[config.mk]
export PLATFORM = sky130hd
export DESIGN_NAME = seg_disp_arb
export DESIGN_NICKNAME = d
export VERILOG_FILES = /design/src/rtl/seg_disp_arb.sv
export SDC_FILE = /design/constraint.sdc
export NUM_CORES = 1
export LEC_CHECK = 0
export ABC_AREA = 1
export BUFFER_PORTS_ARGS = -buffer_cell sky130_fd_sc_hd__buf_2
export CAP_MARGIN = 20
export CORE_UTILIZATION = 57
export DETAILED_ROUTE_END_ITERATION = 8
export PLACE_DENSITY = 0.85
export SLEW_MARGIN = 40
export SYNTH_ARGS = -nofsm -noshare
export SYNTH_HDL_FRONTEND = slang
export SYNTH_SLANG_ARGS = --single-unit
export TNS_END_PERCENT = 30
[constraint.sdc]
create_clock -name clk -period 3.4 [get_ports clk]
set_input_delay 0.51 -clock clk [delete_from_list [all_inputs] [get_ports clk]]
set_output_delay 0.51 -clock clk [all_outputs]
set_load 0.02 [all_outputs]
[src/rtl/seg_disp_arb.sv]
// Round-robin owner arbitration for a shared six-digit display. Each owner keeps the
// display for a minimum hold time, and a blank gap separates one owner from the next.
module seg_disp_arb #(
    parameter int CLK_FREQ = 50_000_000,
    parameter int HOLD_MS  = 1000,
    parameter int BLANK_MS = 20
) (
    input  logic        clk,
    input  logic        rst_n,
    input  logic [2:0]  req,
    input  logic [23:0] data0,
    input  logic [23:0] data1,
    input  logic [23:0] data2,
    output logic [2:0]  grant,
    output logic [23:0] disp_data,
    output logic        disp_en
);

    localparam int TICK_DIV = CLK_FREQ / 1000;
    localparam int PW       = (TICK_DIV > 1) ? $clog2(TICK_DIV) : 1;
    localparam logic [PW-1:0] PRE_TC   = PW'(TICK_DIV - 1);
    localparam logic [15:0]   HOLD_C   = 16'(HOLD_MS);
    localparam logic [15:0]   HOLD_M1  = 16'(HOLD_MS - 1);
    localparam logic [15:0]   BLANK_M1 = 16'(BLANK_MS - 1);

    typedef enum logic [1:0] {IDLE, SHOW, BLANK} state_t;

    state_t         state, state_nx;
    logic [PW-1:0]  presc;
    logic [15:0]    ms_cnt;
    logic [15:0]    ms_sat;
    logic [1:0]     last;
    logic [1:0]     c0, c1, c2;
    logic [1:0]     win_idx;
    logic [2:0]     win_oh;
    logic           win_vld;
    logic           tick, hold_hit, blank_hit;
    logic           owner_req, other_req, chg;
    logic [23:0]    owner_data;

    function automatic logic [1:0] next_idx(input logic [1:0] i);
        return (i == 2'd2) ? 2'd0 : i + 2'd1;
    endfunction

    assign tick = (presc == PRE_TC);

    // Interval ends on the tick that would bring the counter to its target, so every
    // SHOW/BLANK period is an exact multiple of the prescaler length.
    assign hold_hit  = (ms_cnt == HOLD_C) || (tick && (ms_cnt == HOLD_M1));
    assign blank_hit = tick && (ms_cnt == BLANK_M1);

    assign owner_req = |(req & grant);
    assign other_req = |(req & ~grant);
    assign ms_sat    = (state == SHOW) ? HOLD_C : 16'hFFFF;

    always_comb begin
        c0      = next_idx(last);
        c1      = next_idx(c0);
        c2      = next_idx(c1);
        win_vld = 1'b1;
        win_idx = c0;
        if (req[c0])      win_idx = c0;
        else if (req[c1]) win_idx = c1;
        else if (req[c2]) win_idx = c2;
        else              win_vld = 1'b0;
        win_oh = 3'b001 << win_idx;
    end

    always_comb begin
        owner_data = data2;
        if (last == 2'd0)      owner_data = data0;
        else if (last == 2'd1) owner_data = data1;
    end

    always_comb begin
        state_nx = state;
        case (state)
            IDLE:  if (win_vld) state_nx = SHOW;
            SHOW:  if (!owner_req || (hold_hit && other_req)) state_nx = BLANK;
            BLANK: if (blank_hit) state_nx = win_vld ? SHOW : IDLE;
            default: state_nx = IDLE;
        endcase
        chg = (state_nx != state);
    end

    always_ff @(posedge clk or negedge rst_n) begin
        if (!rst_n) begin
            state     <= IDLE;
            grant     <= 3'b000;
            disp_en   <= 1'b0;
            disp_data <= 24'h0;
            presc     <= '0;
            ms_cnt    <= 16'd0;
            last      <= 2'd2;
        end else begin
            state   <= state_nx;
            disp_en <= (state_nx == SHOW);
            if (chg) begin
                presc  <= '0;
                ms_cnt <= 16'd0;
            end else begin
                presc <= tick ? '0 : presc + 1'b1;
                if (tick && (ms_cnt != ms_sat))
                    ms_cnt <= ms_cnt + 16'd1;
            end
            if (chg && (state_nx == SHOW)) begin
                grant <= win_oh;
                last  <= win_idx;
            end else if (state_nx != SHOW) begin
                grant <= 3'b000;
            end
            if (state == SHOW)
                disp_data <= owner_data;
        end
    end

endmodule

==> flow_metrics.env <==
export IMPL_outcome="finished, final reports clean"
export IMPL_synth_top_area_frac=0.407
export IMPL_wirelength_um=10200
export IMPL_cts_repair_resized=0
export IMPL_die_width_um=84.4
export IMPL_dpl_instance_area_um2=4380
export IMPL_io_buffer_count=104
export IMPL_crit_fanout=30
export IMPL_clkTransAtPathRegs_ps=80
export IMPL_rows=29
export IMPL_yosysWarnings=0
export IMPL_whs_ps=120
export IMPL_slew_headroom=0.499
export IMPL_netlist_cell_type_count=28
export IMPL_seq_area_frac_synth=0.414
export IMPL_netlist_area_um2=3870
export IMPL_area_growth_pct=18.7
export IMPL_dp_cells=682
export IMPL_cts_buffers=9
export IMPL_cts_buffer_depth=2
export IMPL_cts_root_buf="clkbuf_8"
export IMPL_min_period_ps=2350
export IMPL_antenna_cells=0
export IMPL_required_ps=3620
export IMPL_htreeDepth=3
export IMPL_hp_class="primary input to asynchronous set/reset pin"
export IMPL_rsz0062_at_grt="no"
export IMPL_design_core_area_um2=6460
export IMPL_num_vias=4023
export IMPL_wire_per_inst_um=14.5
export IMPL_p_per_area_nw_per_um2=342
export IMPL_min_period_over_period=0.691
export IMPL_worstSetupStartpointType="flip-flop"
export IMPL_setup_tns_ps=0
export IMPL_critPathKind="flip-flop to flip-flop"
export IMPL_finalHoldViolations=0
export IMPL_antenna_found_initial=0
export IMPL_ir_drop_v=0.000248
export IMPL_first_pass_iters=5
export IMPL_worst_pin_slew_ps=750
export IMPL_grt_use_total=0.301
export IMPL_start_util=0.599
export IMPL_finish_instance_area_um2=4600
export IMPL_gp_congestion=0.953
export IMPL_yosys_area_top_type="dfrtp_1"
export IMPL_drtIter0Drc=300
export IMPL_via_per_inst=5.76
export IMPL_p_total_mw=1.57
export IMPL_route_detailed_drc=0
export IMPL_finalMaxSlewViolations=0
export IMPL_ys_seq_elements=64
export IMPL_p_leak_nw=2.52
export IMPL_setup_violations_final=0
export IMPL_io_pins=105
export IMPL_grt_start_max_net_pins=45
export IMPL_grt_pass1_vias=3826
export IMPL_grt_overflow_total=0
export IMPL_end_kind="flip-flop"
export IMPL_synth_fp_nets=600
export IMPL_final_layout_size_suffix_gt1_frac=0.225
export IMPL_instances_no_fill=698
export IMPL_finalNetCount=696
export IMPL_drtAntennaViolNets=0
export IMPL_clock_latency_ps=350
export IMPL_cts_tree="done"
export IMPL_cp_arrival_ps=2570
export IMPL_die_area_um2=7130
export IMPL_die_h_um=84.4
export IMPL_hold_buffers=0
export IMPL_clock_sinks=64
export IMPL_dp_hpwl_um=7170
export IMPL_skew_ps=10.1
export IMPL_grt_pass1_wl_um=17000
export IMPL_avgSynthCellArea_um2=7.44
export IMPL_syn_inst=520
export IMPL_synth_top_cells_by_area="dfrtp_1, nand2_1, nor2_1"
export IMPL_cap_violations=0
export IMPL_fillers=525
export IMPL_post_cts_buffers=0
export IMPL_fmax_mhz=425
-- Yosys cell counts, drive strengths merged --
cell,count
nand2,125
inv,53
xnor2,2
dfstp,1
ha,3
a221oi,24
a21o,2
nand3,28
nor3,19
buf,10
clkbuf,11
nor2,86
and2,1
nor4,3
o21ai,6
nand3b,2
nand4,36
xor2,17
o22ai,2
a21oi,26
dfrtp,63
-- power by group --
group | switching, mW | internal, mW | leakage (nW)
Combinational | 0.0364 | 0.0351 | 1.55
Sequential | 0 | 0.761 | 0.865
Clock | 0.308 | 0.432 | 0.106
Total | 0.344 | 1.23 | 2.52
-- sequential cells by signal, indices dropped and copies added (netlist names) --
| signal | count |
|---|---|
| disp_data | 24 |
| disp_en | 1 |
| grant | 3 |
| last | 2 |
| ms_cnt | 16 |
| presc | 16 |
| state | 2 |
-- through the flow --
stage | utilization | worst slack [ps]
2_1_floorplan | - | 1710
3_3_place_gp | 0.677 | 1220
3_5_place_dp | 0.677 | 1120
4_1_cts | 0.712 | 1070
5_1_grt | 0.712 | 807
6_report | 0.712 | 1050
-- cell families (layout without fill, tap and decap cells) --
logic type	Yosys count	after routing	share of synthesized area
AOI/OAI and AO/OA	60	60	0.103
xor gates and xnor gates	19	19	0.0430
adders and majority gates	3	3	0.00970
buffers and inverters	74	175	0.0844
DFF	64	64	0.414
and+or+nand+nor	300	300	0.346
-- layout make-up --
cell class	instances	area (um2)	share of cell area
clock inverter	5	80.1	0.0174
tap	77	96.3	0.0210
inverter	53	199	0.0433
multi-input combinational	382	1940	0.422
timing repair buffer	106	536	0.116
sequential	64	1600	0.349
clock buffer	11	141	0.0308
-- cells in the final DEF, fill, tap and decap left out, types with 2 or more instances in the layout --
| cell type | instances |
|---|---|
| nand2_1 | 117 |
| nor3_1 | 18 |
| inv_1 | 49 |
| o22ai_1 | 2 |
| inv_2 | 4 |
| nor2_4 | 2 |
| a221oi_1 | 24 |
| xnor2_1 | 2 |
| nand2_2 | 8 |
| nor2_2 | 2 |
| bufinv_16 | 2 |
| o21ai_0 | 6 |
| clkinvlp_4 | 2 |
| dfrtp_1 | 63 |
| buf_4 | 2 |
| buf_2 | 104 |
| a21oi_1 | 26 |
| a21o_1 | 2 |
| clkbuf_8 | 10 |
| ha_1 | 3 |
| nor2_1 | 82 |
| nand3_1 | 28 |
| nor4_1 | 3 |
| nand3b_1 | 2 |
| xor2_1 | 17 |
| nand4_1 | 36 |
-- final timing paths --
kind,startpoint,endpoint,slack (ps),cells past startpoint
setup / recovery,presc[0]$_DFF_PN0_,presc[13]$_DFF_PN0_,1050,10
hold / removal,rst_n,ms_cnt[12]$_DFFE_PN0P_,120,1
setup reg to reg,presc[0]$_DFF_PN0_,presc[13]$_DFF_PN0_,1050,10
hold reg to reg,disp_data[19]$_DFFE_PN0P_,disp_data[19]$_DFFE_PN0P_,530,2
max in group asynchronous,rst_n,last[1]$_DFFE_PN1P_,2340,2
min in group clk,data1[17],disp_data[17]$_DFFE_PN0P_,390,3
-- per-layer routing --
metal | routed length (um) | track usage
met4 | 267 | 0.143
met1 | 4190 | 0.379
met5 | 0 | 0
met3 | 721 | 0.0472
met2 | 4980 | 0.510
-- worst max-delay path, cell delays in order, from the launching register on --
cell and delay (ps):
dfrtp_1 430, ha_1 220, nand3_1 160, nor2_1 220
nand3_1 110, nand2_1 70, nand2_1 60, nand2_2 80
nand2_2 320, nand2_2 440, nor2_1 100
No activity file was read; power rests on OpenSTA's default activity.
